==> config.mk <==
export PLATFORM = sky130hd
export DESIGN_NAME = router_reg
export DESIGN_NICKNAME = d
export VERILOG_FILES = /design/src/rtl/router_pkg.sv /design/src/rtl/router_parity.sv /design/src/rtl/router_reg.sv
export SDC_FILE = /design/constraint.sdc
export NUM_CORES = 1
export LEC_CHECK = 0
export ABC_AREA = 0
export ABC_CLOCK_PERIOD_IN_PS = 1700
export BUFFER_PORTS_ARGS = -buffer_cell sky130_fd_sc_hd__buf_2
export CORE_MARGIN = 2
export CORE_UTILIZATION = 57
export DETAILED_ROUTE_END_ITERATION = 16
export MAX_ROUTING_LAYER = met4
export PLACE_DENSITY_LB_ADDON = 0.3
export REMOVE_ABC_BUFFERS = 1
export SYNTH_ARGS = -nofsm -noshare
export SYNTH_HDL_FRONTEND = slang
export SYNTH_SLANG_ARGS = --single-unit
==> constraint.sdc <==
create_clock -name clock -period 1.7 [get_ports clock]
set_input_delay 0.34 -clock clock [delete_from_list [all_inputs] [get_ports clock]]
set_output_delay 0.34 -clock clock [all_outputs]
set_load 0.005 [all_outputs]
==> src/rtl/router_pkg.sv <==
// Shared widths, the reserved destination code and the router FSM state
// encoding used by router_reg, the FSM and the sync block.
package router_pkg;

   localparam int DATA_W = 8;
   localparam int ADDR_W = 2;

   // Destination 3 does not exist in a 1x3 router, so such headers are dropped.
   localparam logic [ADDR_W-1:0] ADDR_INVALID = 2'b11;

   typedef enum logic [2:0] {
      DECODE_ADDRESS     = 3'd0,
      LOAD_FIRST_DATA    = 3'd1,
      LOAD_DATA          = 3'd2,
      WAIT_TILL_EMPTY    = 3'd3,
      FIFO_FULL_STATE    = 3'd4,
      LOAD_AFTER_FULL    = 3'd5,
      LOAD_PARITY        = 3'd6,
      CHECK_PARITY_ERROR = 3'd7
   } router_state_e;

endpackage : router_pkg

==> src/rtl/router_parity.sv <==
// Running XOR parity over header and payload, packet parity capture and the
// one-shot compare that produces err.
module router_parity #(
   parameter int DATA_W = router_pkg::DATA_W
) (
   input  logic              clk_i,
   input  logic              rst_i,
   input  logic              pkt_valid_i,
   input  logic [DATA_W-1:0] data_i,
   input  logic              fifo_full_i,
   input  logic [DATA_W-1:0] hdr_i,
   input  logic [DATA_W-1:0] hold_byte_i,
   input  logic              hold_last_i,
   input  logic              detect_add_i,
   input  logic              lfd_i,
   input  logic              ld_i,
   input  logic              laf_i,
   output logic              parity_done_o,
   output logic              err_o
);
   import router_pkg::*;

   logic [DATA_W-1:0] int_parity_q, int_parity_d;
   logic [DATA_W-1:0] pkt_parity_q, pkt_parity_d;
   logic              parity_done_q, parity_done_d;
   logic              chk_pend_q, chk_pend_d;
   logic              err_q, err_d;
   logic              cap_ld, cap_laf;

   // The parity byte reaches us either straight from the input or from the hold register.
   assign cap_ld  = ld_i && !pkt_valid_i && !fifo_full_i;
   assign cap_laf = laf_i && hold_last_i;

   always_comb begin
      int_parity_d  = int_parity_q;
      pkt_parity_d  = pkt_parity_q;
      parity_done_d = parity_done_q;
      err_d         = err_q;
      chk_pend_d    = cap_ld || cap_laf;

      if (detect_add_i)                                 int_parity_d = '0;
      else if (lfd_i)                                   int_parity_d = int_parity_q ^ hdr_i;
      else if (ld_i && pkt_valid_i && !fifo_full_i)     int_parity_d = int_parity_q ^ data_i;
      else if (laf_i && !hold_last_i)                   int_parity_d = int_parity_q ^ hold_byte_i;

      if (cap_ld)            pkt_parity_d = data_i;
      else if (cap_laf)      pkt_parity_d = hold_byte_i;
      else if (detect_add_i) pkt_parity_d = '0;

      if (cap_ld || cap_laf) parity_done_d = 1'b1;
      else if (detect_add_i) parity_done_d = 1'b0;

      // Compare one cycle after capture so both parities are settled registers.
      if (chk_pend_q)                       err_d = (int_parity_q != pkt_parity_q);
      else if (detect_add_i && pkt_valid_i) err_d = 1'b0;
   end

   always_ff @(posedge clk_i) begin
      if (rst_i) begin
         int_parity_q  <= '0;
         pkt_parity_q  <= '0;
         parity_done_q <= 1'b0;
         chk_pend_q    <= 1'b0;
         err_q         <= 1'b0;
      end else begin
         int_parity_q  <= int_parity_d;
         pkt_parity_q  <= pkt_parity_d;
         parity_done_q <= parity_done_d;
         chk_pend_q    <= chk_pend_d;
         err_q         <= err_d;
      end
   end

   assign parity_done_o = parity_done_q;
   assign err_o         = err_q;

endmodule : router_parity

==> src/rtl/router_reg.sv <==
// Router datapath register stage: header latch, full-FIFO hold byte and the
// registered FIFO write byte; parity tracking lives in router_parity.
module router_reg #(
   parameter int DATA_W = router_pkg::DATA_W,
   parameter int ADDR_W = router_pkg::ADDR_W
) (
   input  logic              clock,
   input  logic              reset,
   input  logic              pkt_valid,
   input  logic [DATA_W-1:0] data_in,
   input  logic              fifo_full,
   input  logic              detect_add,
   input  logic              lfd_state,
   input  logic              ld_state,
   input  logic              laf_state,
   input  logic              full_state,
   input  logic              rst_int_reg,
   output logic [DATA_W-1:0] dout,
   output logic              parity_done,
   output logic              low_packet_valid,
   output logic              err
);
   import router_pkg::*;

   logic [DATA_W-1:0] hdr_q, hdr_d;
   logic [DATA_W-1:0] hold_byte_q, hold_byte_d;
   logic              hold_last_q, hold_last_d;
   logic [DATA_W-1:0] dout_q, dout_d;
   logic              lpv_q, lpv_d;
   logic              da_en, lfd_en, ld_en, laf_en;

   // FIFO_FULL_STATE freezes everything, even if another decode glitches high.
   assign da_en  = detect_add && !full_state;
   assign lfd_en = lfd_state  && !full_state;
   assign ld_en  = ld_state   && !full_state;
   assign laf_en = laf_state  && !full_state;

   always_comb begin
      hdr_d       = hdr_q;
      hold_byte_d = hold_byte_q;
      hold_last_d = hold_last_q;
      dout_d      = dout_q;
      lpv_d       = lpv_q;

      if (da_en && pkt_valid && (data_in[ADDR_W-1:0] != ADDR_INVALID))
         hdr_d = data_in;

      if (ld_en && fifo_full) begin
         hold_byte_d = data_in;
         hold_last_d = !pkt_valid;
      end

      if (lfd_en)                  dout_d = hdr_q;
      else if (ld_en && !fifo_full) dout_d = data_in;
      else if (laf_en)             dout_d = hold_byte_q;

      if (ld_en && !pkt_valid) lpv_d = 1'b1;
      else if (rst_int_reg)    lpv_d = 1'b0;
   end

   always_ff @(posedge clock) begin
      if (reset) begin
         hdr_q       <= '0;
         hold_byte_q <= '0;
         hold_last_q <= 1'b0;
         dout_q      <= '0;
         lpv_q       <= 1'b0;
      end else begin
         hdr_q       <= hdr_d;
         hold_byte_q <= hold_byte_d;
         hold_last_q <= hold_last_d;
         dout_q      <= dout_d;
         lpv_q       <= lpv_d;
      end
   end

   router_parity #(.DATA_W(DATA_W)) u_parity (
      .clk_i         (clock),
      .rst_i         (reset),
      .pkt_valid_i   (pkt_valid),
      .data_i        (data_in),
      .fifo_full_i   (fifo_full),
      .hdr_i         (hdr_q),
      .hold_byte_i   (hold_byte_q),
      .hold_last_i   (hold_last_q),
      .detect_add_i  (da_en),
      .lfd_i         (lfd_en),
      .ld_i          (ld_en),
      .laf_i         (laf_en),
      .parity_done_o (parity_done),
      .err_o         (err)
   );

   assign dout             = dout_q;
   assign low_packet_valid = lpv_q;

endmodule : router_reg

; ---- Word-level counts from Yosys, hierarchy flattened
; Index checks and enable logic that the tools add are counted.
[totals]
out_inout_bits = 11
word_cells = 56
ff_bits = 45
[op_classes]
n_mux = 15
eq_ne = 2
reduce_logical = 26
bitwise_logic = 3
[op_table]
columns = op, count
row1 = 2-to-1 mux 8 bit, 9
row2 = XOR 8 bit, 3
row3 = logical AND 1 bit, 14
row4 = nonzero test 3 bit, 3
row5 = != test 8 bit, 1
row6 = 2-to-1 mux 1 bit, 6
row7 = nonzero test 2 bit, 3
row8 = zero test 1 bit, 4
row9 = != test 2 bit (second input constant), 1
row10 = OR reduction 2 bit, 1
row11 = logical OR 1 bit, 1

; ---- Logic depth before layout (Yosys ltp)
; Gate-level depths: netlist of the first run.
[logic_depth]
ltp_word = 6
ltp_mapped = 7

; ---- Modules after synthesis
; A second synthesis of the first run with hierarchy kept.
[hier_totals]
hier_cells = 275
area_unflattened_um2 = 2444.8
[by_module_without_submodules]
columns = module, cells_each, area_each_um2, instances
row1 = router_reg, 142, 1295.0, 1
row2 = router_parity, 133, 1149.9, 1

; ---- Worst setup path before layout of the first run
; Ideal clock, no wire load.
[synth_path]
kind = input to register
start = input full_state
end = register u_parity.int_parity_q[7]
t_arrival_ns = 1.485
path_buffers = 1
path_stages = 5
setup_time_ns = 0.072
required_time_ns = 1.628
slack_ns = 0.143
cell_sequence = buf_6 > nor3b_4 > nand2_1 > a221oi_1 > mux2i_1
[synth_between]
elab_chain_len = 6
word_cells_on_any_way = 12
classes_between = 2 x mux / 10 x reduce/logical
[synth_lines]
columns = item, line
row1 = from (decl), router_reg.sv:16  ; input logic full_state,
row2 = zero test 1 bit (*), --
row3 = logical AND 1 bit, router_reg.sv:35  ; assign ld_en = ld_state && !full_state;
row4 = logical AND 1 bit (2 in series), router_parity.sv:43  ; else if (ld_i && pkt_valid_i && !fifo_full_i) int_parity_d = int_parity_q ^ data_i;
row5 = 2-to-1 mux 8 bit, router_parity.sv:43
row6 = 2-to-1 mux 8 bit, router_parity.sv:42  ; else if (lfd_i) int_parity_d = int_parity_q ^ hdr_i;
row7 = to (signal assigned), router_parity.sv:66  ; int_parity_q <= int_parity_d;
row8 = to (decl), router_parity.sv:23  ; logic [DATA_W-1:0] int_parity_q, int_parity_d;
; Every way passes the cells marked *; elsewhere a longest branch is shown, timed or not.
; A chain may end at the register's enable or synchronous reset.

; ---- Worst setup path in the final report of the first run
[layout_path]
start = register hold_last_q
end = register u_parity.int_parity_q[2]
[layout_between]
elab_chain_len = 3
[layout_lines]
columns = item, line
row1 = from (decl), router_reg.sv:27  ; logic hold_last_q, hold_last_d;
row2 = from (signal assigned), router_reg.sv:71  ; hold_last_q <= hold_last_d;
row3 = zero test 1 bit, router_parity.sv:44  ; else if (laf_i && !hold_last_i) int_parity_d = int_parity_q ^ hold_byte_i;
row4 = logical AND 1 bit, router_parity.sv:44
row5 = nonzero test 3 bit (no source line), --
; Every way passes these cells.

==> results of run 1 <==
[state kept, by name (all words and copies together) (netlist names)]
name / count
u_parity.pkt_parity_q: 8
u_parity.err_o: 1
hdr_q: 8
u_parity.int_parity_q: 8
dout: 8
hold_byte_q: 8
u_parity.chk_pend_q: 1
hold_last_q: 1
u_parity.parity_done_o: 1
low_packet_valid: 1
[what timing repair did]
| item | in CTS | in global routing |
|---|---|---|
| hold buffers | 0 | 0 |
| endpoints found under the setup margin | 0 | 8 |
| resized for setup | 0 | 1 |
[per-layer routing]
layer / vias to the layer above / GRT usage / part of all wire / wire length [um]
li1: 952 / - / - / -
met1: 924 / 0.316 / 0.43 / 2170
met2: 59 / 0.464 / 0.50 / 2510
met3: 5 / 0.0647 / 0.063 / 317
met4: 0 / 0.0663 / 0.0072 / 36
met5: - / - / 0 / 0
[critical path: stages, from the launching register on]
cell                       delay [ns]
sky130_fd_sc_hd__dfxtp_1         0.33
sky130_fd_sc_hd__nor2b_1         0.13
sky130_fd_sc_hd__o21ai_1         0.22
sky130_fd_sc_hd__a221oi_1        0.50
sky130_fd_sc_hd__mux2i_1         0.23
[layout make-up]
| class | instances | area [um2] |
|---|---|---|
| Clock buffer | 7 | 86.3 |
| Timing Repair Buffer | 41 | 250 |
| Tap cell | 48 | 60.1 |
| Sequential cell | 45 | 901 |
| Fill cell | 306 | 1130 |
| Multi-Input combinational cell | 183 | 1190 |
| Clock inverter | 1 | 30.0 |
| Inverter | 10 | 37.5 |
[cells in the final DEF (no fill, tap or decap), types with 4 or more instances in the layout]
| master | n |
|---|---|
| sky130_fd_sc_hd__a211oi_1 | 8 |
| sky130_fd_sc_hd__a21oi_1 | 5 |
| sky130_fd_sc_hd__a221oi_1 | 8 |
| sky130_fd_sc_hd__a31oi_1 | 8 |
| sky130_fd_sc_hd__buf_2 | 28 |
| sky130_fd_sc_hd__buf_4 | 12 |
| sky130_fd_sc_hd__clkbuf_8 | 6 |
| sky130_fd_sc_hd__dfxtp_1 | 45 |
| sky130_fd_sc_hd__inv_1 | 10 |
| sky130_fd_sc_hd__mux2i_1 | 30 |
| sky130_fd_sc_hd__nand2_1 | 26 |
| sky130_fd_sc_hd__nand2b_1 | 12 |
| sky130_fd_sc_hd__nand3_1 | 9 |
| sky130_fd_sc_hd__nor2_1 | 31 |
| sky130_fd_sc_hd__nor2b_1 | 10 |
| sky130_fd_sc_hd__nor3_1 | 4 |
| sky130_fd_sc_hd__o32ai_1 | 8 |
| sky130_fd_sc_hd__xnor2_1 | 8 |
[path summary, 6_finish.rpt]
path	startpoint	end	slack [ns]	cells past startpoint
setup / recovery	hold_last_q	u_parity.int_parity_q[2]	0.23	4
hold / removal	reset	low_packet_valid	0.32	2
setup reg to reg	hold_last_q	u_parity.int_parity_q[2]	0.23	4
hold reg to reg	dout[0]	dout[0]	0.45	2
[power breakdown]
| group | leakage (nW) | internal [mW] | total (mW) | switching, mW |
|---|---|---|---|---|
| Clock | 0.0585 | 0.479 | 0.830 | 0.351 |
| Sequential | 0.365 | 1.09 | 1.12 | 0.0250 |
| Combinational | 0.628 | 0.126 | 0.286 | 0.159 |
[Yosys cell counts (9+ instances only)]
cell type / n
sky130_fd_sc_hd__dfxtp_1: 45
sky130_fd_sc_hd__inv_1: 10
sky130_fd_sc_hd__mux2i_1: 30
sky130_fd_sc_hd__nand2_1: 26
sky130_fd_sc_hd__nand2b_1: 12
sky130_fd_sc_hd__nand3_1: 9
sky130_fd_sc_hd__nor2_1: 31
sky130_fd_sc_hd__nor2b_1: 10
[logic make-up after synthesis]
logic type                after synthesis  synth area share
DFF                                    45             0.407
and+or+nand+nor                       103             0.231
AOI/OAI and AO/OA                      42             0.139
muxes                                  30             0.136
xor gates and xnor gates                8            0.0317
buffers and inverters                  27            0.0554
==> impl_metrics.prom, run 1 <==
# TYPE chip_impl_metric gauge
chip_impl_info{name="status",value="finished, final reports clean"} 1
chip_impl_info{name="cts_tree",value="done"} 1
chip_impl_metric{name="post_synth_inst_count",unit=""} 255
chip_impl_metric{name="post_synthesis_sequential_element_count",unit=""} 45
chip_impl_metric{name="drv.max_cap_violation_count",unit=""} 0
chip_impl_metric{name="n_antenna_cell",unit=""} 0
chip_impl_metric{name="dp_worst_setup_slack",unit="ns"} -0.0380
chip_impl_metric{name="detailedRoute.firstPassIterationCount",unit=""} 4
chip_impl_metric{name="detailroute.via_count",unit=""} 1940
chip_impl_metric{name="final.setup.worst_slack",unit="ns"} 0.227
chip_impl_metric{name="power.static_leakage",unit="nW"} 1.05
chip_impl_metric{name="powerDensity",unit="mW/mm2"} 872
chip_impl_metric{name="synth_sequential_area_ratio",unit=""} 0.407
chip_impl_metric{name="drive_above_1_share",unit=""} 0.181
chip_impl_metric{name="timing.max_slew.rel_slack",unit=""} 0.567
chip_impl_metric{name="grt_first_pass_wirelength",unit="um"} 8720
chip_impl_info{name="cp-start-kind",value="flip-flop"} 1
chip_impl_info{name="rsz0062_at_grt",value="no"} 1
chip_impl_metric{name="peakVddDrop",unit="V"} 0.000640
chip_impl_metric{name="finClkSkew",unit="ns"} 0.00804
chip_impl_metric{name="place.port_buffers",unit=""} 28
chip_impl_info{name="synth_ff_type",value="sky130_fd_sc_hd__dfxtp_1"} 1
chip_impl_metric{name="worst_ep_required",unit="ns"} 1.94
chip_impl_metric{name="design_area",unit="mm2"} 0.00256
chip_impl_metric{name="tcrit_tclk_final",unit=""} 0.866
chip_impl_metric{name="fp.coreArea",unit="mm2"} 0.00369
chip_impl_metric{name="drt-wirelength-per-cell",unit="um"} 15.0
chip_impl_metric{name="max-clock-path-buffers",unit=""} 2
chip_impl_metric{name="finalWorstPathRequiredPeriod",unit="ns"} 1.47
chip_impl_info{name="min_path_type",value="input port to flip-flop"} 1
chip_impl_metric{name="fin_cells",unit=""} 335
chip_impl_metric{name="fp.dieArea",unit="mm2"} 0.00440
chip_impl_metric{name="synth.yosys.warnings",unit=""} 0
chip_impl_metric{name="die_h",unit="um"} 66.3
chip_impl_metric{name="num_io_pins",unit=""} 29
chip_impl_info{name="setup.worst_path.end_class",value="flip-flop"} 1
chip_impl_metric{name="fin_worst_hold_slack",unit="ns"} 0.323
chip_impl_metric{name="synth_enable_flop_cells",unit=""} 0
chip_impl_metric{name="synthArstFlopShare",unit=""} 0
chip_impl_metric{name="drt-initial-drc-count",unit=""} 104
chip_impl_metric{name="groute.usage.overall",unit=""} 0.269
chip_impl_metric{name="yosysTopAreaCellShare",unit=""} 0.407
chip_impl_metric{name="dp.cells",unit=""} 327
chip_impl_metric{name="post_dp_cell_area",unit="mm2"} 0.00244
chip_impl_metric{name="htree_num_levels",unit=""} 2
chip_impl_metric{name="setup_viol_count_final",unit=""} 0
chip_impl_metric{name="cts_sinks",unit=""} 45
chip_impl_metric{name="numCtsBuffers",unit=""} 5
chip_impl_metric{name="crit_arrival",unit="ns"} 1.71
chip_impl_metric{name="synthesis.area",unit="mm2"} 0.00221
chip_impl_metric{name="number_of_vias_per_cell",unit=""} 5.79
chip_impl_info{name="clock_tree.root_cell",value="sky130_fd_sc_hd__clkbuf_8"} 1
chip_impl_metric{name="maxSlewViolCount",unit=""} 0
chip_impl_metric{name="antenna_found_initial",unit=""} 0
chip_impl_metric{name="rows",unit=""} 22
chip_impl_metric{name="cts.repair_timing.setup_buffer_count",unit=""} 0
chip_impl_metric{name="floorplan.initialDensity",unit=""} 0.600
chip_impl_metric{name="final.setup.tns",unit="ns"} 0
chip_impl_metric{name="worst-slew-pin-transition",unit="ns"} 0.645
chip_impl_metric{name="fmax",unit="GHz"} 0.679
chip_impl_metric{name="area_growth",unit="%"} 15.7
chip_impl_metric{name="totalPowerFinal",unit="mW"} 2.23
chip_impl_metric{name="finalCoreUtilization",unit=""} 0.694
chip_impl_metric{name="hold_violations_final",unit=""} 0
chip_impl_metric{name="place_congestion",unit=""} 0.869
chip_impl_info{name="synth_area_leader_cell",value="sky130_fd_sc_hd__dfxtp_1"} 1
chip_impl_metric{name="via_count_of_the_first_global_routing_pass",unit=""} 1913
chip_impl_metric{name="netlist_cell_types",unit=""} 32
chip_impl_metric{name="leftover_overflow_at_the_end_of_global_routing",unit=""} 0
chip_impl_metric{name="postSynthAreaPerCell",unit="um2"} 8.67
chip_impl_metric{name="clkLatencyLatePin",unit="ns"} 0.30
chip_impl_metric{name="worst-path-max-fanout",unit=""} 8
chip_impl_metric{name="postRouteAntennaNets",unit=""} 0
chip_impl_metric{name="cts.clk_slew.worst_paths",unit="ns"} 0.08
chip_impl_metric{name="totalWireLength",unit="um"} 5030
chip_impl_info{name="synthTopCellsByArea",value="sky130_fd_sc_hd__dfxtp_1, sky130_fd_sc_hd__mux2i_1, sky130_fd_sc_hd__nor2_1"} 1
chip_impl_metric{name="grt_start_max_net_pins",unit=""} 19
chip_impl_metric{name="hpwlAfterDp",unit="um"} 3780
chip_impl_metric{name="layout_nets",unit=""} 304
chip_impl_metric{name="die_w",unit="um"} 66.3
chip_impl_metric{name="drt_drc_violations_left",unit=""} 0
chip_impl_info{name="timing.setup.critical_path_class",value="flip-flop to flip-flop"} 1
(Power assumes the default switching activity.)
==> run 2: changes to the inputs <==
--- a/config.mk
+++ b/config.mk
@@ -6,14 +6,16 @@
 export NUM_CORES = 1
 export LEC_CHECK = 0
 export ABC_AREA = 0
-export ABC_CLOCK_PERIOD_IN_PS = 1700
+export ABC_CLOCK_PERIOD_IN_PS = 1300
 export BUFFER_PORTS_ARGS = -buffer_cell sky130_fd_sc_hd__buf_2
 export CORE_MARGIN = 2
-export CORE_UTILIZATION = 57
+export CORE_UTILIZATION = 51
 export DETAILED_ROUTE_END_ITERATION = 16
+export GPL_TIMING_DRIVEN = 0
 export MAX_ROUTING_LAYER = met4
 export PLACE_DENSITY_LB_ADDON = 0.3
 export REMOVE_ABC_BUFFERS = 1
+export SLEW_MARGIN = 0
 export SYNTH_ARGS = -nofsm -noshare
 export SYNTH_HDL_FRONTEND = slang
 export SYNTH_SLANG_ARGS = --single-unit
==> constraint.sdc (replaced) <==
create_clock -name clock -period 1.3 [get_ports clock]
set_input_delay 0.26 -clock clock [delete_from_list [all_inputs] [get_ports clock]]
set_output_delay 0.26 -clock clock [all_outputs]
set_load 0.005 [all_outputs]
==> run 2 against run 1 <==
Against the previous run:
- first-iteration DRC count increased by 6.7%
- cell area increased by 3.3%
- critical path depth increased by 2
- wire length decreased by 3.8%
- sequential share of layout area decreased by 1.1 points
- total power increased by 32%
- die area increased by 11%
- final cell count decreased by 2.1%
- hold slack got worse by 0.063 ns
==> impl_metrics.prom, run 2 (synthesized netlist as in run 1, its figures left out) <==
# TYPE chip_impl_metric gauge
chip_impl_metric{name="drv.max_cap_violation_count",unit=""} 0
chip_impl_info{name="timing.rr.end",value="u_parity.int_parity_q[4]"} 1
chip_impl_metric{name="fp.coreArea",unit="mm2"} 0.00409
chip_impl_metric{name="power.static_leakage",unit="nW"} 1.06
chip_impl_metric{name="drt-wirelength-per-cell",unit="um"} 14.8
chip_impl_metric{name="holdBufCountCts",unit=""} 0
chip_impl_metric{name="leftover_overflow_at_the_end_of_global_routing",unit=""} 0
chip_impl_metric{name="drive_above_1_share",unit=""} 0.216
chip_impl_info{name="min_path_type",value="input port to flip-flop"} 1
chip_impl_metric{name="number_of_vias_per_cell",unit=""} 5.69
chip_impl_metric{name="maxSlewViolCount",unit=""} 0
chip_impl_metric{name="groute.layer.met2.usage",unit=""} 0.332
chip_impl_metric{name="hold_violations_final",unit=""} 0
chip_impl_metric{name="crit_arrival",unit="ns"} 1.51
chip_impl_metric{name="reg2reg_setup_slack",unit="ns"} 0.04
chip_impl_metric{name="htree_num_levels",unit=""} 2
chip_impl_metric{name="worst-path-max-fanout",unit=""} 8
chip_impl_metric{name="use_met1",unit=""} 0.259
chip_impl_info{name="clock_tree.root_cell",value="sky130_fd_sc_hd__clkbuf_8"} 1
chip_impl_metric{name="fp.dieArea",unit="mm2"} 0.00488
chip_impl_metric{name="totalWireLength",unit="um"} 4840
chip_impl_metric{name="setup_viol_count_final",unit=""} 0
chip_impl_metric{name="worst_ep_required",unit="ns"} 1.53
chip_impl_metric{name="global_route.usage.met3",unit=""} 0.0462
chip_impl_metric{name="powerDensity",unit="mW/mm2"} 1110
chip_impl_metric{name="area_of_the_multi_input_gates",unit="mm2"} 0.00133
chip_impl_info{name="critical_path.startpoint",value="fifo_full"} 1
chip_impl_metric{name="area_growth",unit="%"} 19.5
chip_impl_info{name="timing.setup.critical_path_class",value="input port to flip-flop"} 1
chip_impl_metric{name="die_h",unit="um"} 69.9
chip_impl_info{name="most_common_cell_after_layout_fill_and_taps_aside",value="sky130_fd_sc_hd__dfxtp_1"} 1
chip_impl_metric{name="postRouteAntennaNets",unit=""} 0
chip_impl_metric{name="antenna_found_initial",unit=""} 0
chip_impl_info{name="r2r_start",value="hold_last_q"} 1
chip_impl_info{name="cp-start-kind",value="input port"} 1
chip_impl_metric{name="fmax",unit="GHz"} 0.784
chip_impl_metric{name="finalWorstPathRequiredPeriod",unit="ns"} 1.28
chip_impl_metric{name="drt-initial-drc-count",unit=""} 111
chip_impl_info{name="rsz0062_at_grt",value="yes"} 1
chip_impl_metric{name="power.switching_fraction",unit=""} 0.243
chip_impl_metric{name="finalCoreUtilization",unit=""} 0.647
chip_impl_metric{name="place_congestion",unit=""} 0.831
chip_impl_metric{name="share_comb_of_total_power",unit=""} 0.136
chip_impl_metric{name="reg2regPathDepth",unit=""} 4
chip_impl_info{name="cts_tree",value="done"} 1
chip_impl_metric{name="totalPowerFinal",unit="mW"} 2.94
chip_impl_metric{name="worst-slew-pin-transition",unit="ns"} 0.599
chip_impl_metric{name="fillerInstances",unit=""} 354
chip_impl_info{name="status",value="finished, final reports clean"} 1
chip_impl_info{name="worst_hold_path.endpoint",value="low_packet_valid"} 1
chip_impl_info{name="path_common_cell",value="sky130_fd_sc_hd__mux2i_1"} 1
chip_impl_metric{name="via_count_of_the_first_global_routing_pass",unit=""} 1726
chip_impl_metric{name="cellInternalPower",unit="mW"} 2.23
chip_impl_metric{name="place.port_buffers",unit=""} 28
chip_impl_metric{name="n_antenna_cell",unit=""} 0
chip_impl_metric{name="num_io_pins",unit=""} 29
chip_impl_metric{name="detailedRoute.firstPassIterationCount",unit=""} 4
chip_impl_info{name="cell_by_cell_trace_of_the_critical_path",value="buf_8 > and4bb_4 > buf_6 > mux2i_1 > a221oi_2 > mux2i_1"} 1
chip_impl_metric{name="p_switching",unit="mW"} 0.715
chip_impl_metric{name="post_dp_cell_area",unit="mm2"} 0.00233
chip_impl_metric{name="p_seq_frac",unit=""} 0.496
chip_impl_metric{name="grt_first_pass_wirelength",unit="um"} 7870
chip_impl_metric{name="clkLatencyLatePin",unit="ns"} 0.29
chip_impl_metric{name="design_area",unit="mm2"} 0.00264
chip_impl_metric{name="drt_drc_violations_left",unit=""} 0
chip_impl_metric{name="floorplan.initialDensity",unit=""} 0.541
chip_impl_metric{name="grt_start_max_net_pins",unit=""} 32
chip_impl_metric{name="groute.usage.overall",unit=""} 0.205
chip_impl_metric{name="clockPowerShare",unit=""} 0.368
chip_impl_metric{name="peakVddDrop",unit="V"} 0.000718
chip_impl_metric{name="hpwlAfterDp",unit="um"} 3370
chip_impl_metric{name="rows",unit=""} 23
chip_impl_metric{name="cts_sinks",unit=""} 45
chip_impl_metric{name="final.setup.tns",unit="ns"} 0
chip_impl_metric{name="whs_path_depth",unit=""} 4
chip_impl_metric{name="cts.clk_slew.worst_paths",unit="ns"} 0.08
chip_impl_metric{name="detailroute.via_count",unit=""} 1866
chip_impl_metric{name="max-clock-path-buffers",unit=""} 2
chip_impl_info{name="final_cell_mix",value="sky130_fd_sc_hd__dfxtp_1, sky130_fd_sc_hd__nor2_1, sky130_fd_sc_hd__mux2i_1"} 1
chip_impl_metric{name="timing.max_slew.rel_slack",unit=""} 0.600
chip_impl_info{name="slowest_stage",value="sky130_fd_sc_hd__and4bb_4"} 1
chip_impl_metric{name="layout_nets",unit=""} 295
chip_impl_metric{name="die_w",unit="um"} 69.9
chip_impl_metric{name="tcrit_tclk_final",unit=""} 0.982
chip_impl_info{name="global_route.peak_usage_layer",value="met2"} 1
chip_impl_info{name="setup.worst_path.end_class",value="flip-flop"} 1
chip_impl_info{name="worstHoldStart",value="rst_int_reg"} 1
chip_impl_metric{name="numCtsBuffers",unit=""} 5
chip_impl_metric{name="critical-path-max-stage-delay",unit="ns"} 0.44
chip_impl_metric{name="finClkSkew",unit="ns"} 0.00526
chip_impl_metric{name="ff_latch_area",unit="um2"} 902
-- run 2: cell types whose count changed in the layout (fill, tap and decap cells not counted), sizes merged --
cell  before  now
buf       41   32
-- run 2: worst max-delay path: cells and delay by family --
family                 cells  cell delay, ns
multiplexers               2            0.29
buffers and inverters      2            0.24
AND/OR/NAND/NOR            1            0.44
AO/OA/AOI/OAI              1            0.28
-- run 2: worst max path at each step --
stage                               end  slack [ns]
2_1_floorplan  u_parity.int_parity_q[7]       -0.29
4_1_cts        u_parity.int_parity_q[2]       -0.09
3_5_place_dp   u_parity.int_parity_q[7]       -0.88
5_1_grt        u_parity.int_parity_q[6]       -0.03
3_3_place_gp   u_parity.int_parity_q[7]       -0.79
6_report       u_parity.int_parity_q[0]        0.02
-- run 2: power by group through the flow --
stage,sequential (mW),clock (mW),combinational (mW)
2_1_floorplan,1.49,0,0.206
3_3_place_gp,1.49,0,0.328
3_5_place_dp,1.49,0,0.333
4_1_cts,1.46,1.11,0.348
5_1_grt,1.47,1.16,0.441
6_report,1.46,1.08,0.399
-- run 2: final cells by class --
cell class	instances	area share
Multi-Input combinational cell	183	0.501
Sequential cell	45	0.341
Timing Repair Buffer	32	0.0757
Clock buffer	7	0.0327
Tap cell	50	0.0237
Inverter	10	0.0142
Clock inverter	1	0.0114
-- run 2: stage by stage --
step	hold slack, ns	setup slack (ns)	instances
final	0.260	0.0237	328
after global routing	0.267	-0.0308	328
after CTS	0.257	-0.0924	325
after detailed placement	0.435	-0.880	316
after global placement	0.429	-0.794	316
after floorplan	0.329	-0.289	238
-- run 2: per-layer routing --
layer / share of wire / wire length (um) / vias to the layer above
met5: 0 / 0 / -
met4: 0.0087 / 42 / 0
met3: 0.049 / 235 / 7
met2: 0.49 / 2380 / 44
met1: 0.45 / 2180 / 877
li1: - / - / 938
-- run 2: timing repair --
action / 4_1_cts / 5_1_grt
endpoints found under the hold margin: 0 / 0
endpoints found under the setup margin: 24 / 16
pin swaps: 1 / 11
resized for setup: 8 / 30
buffers inserted: 1 / 3
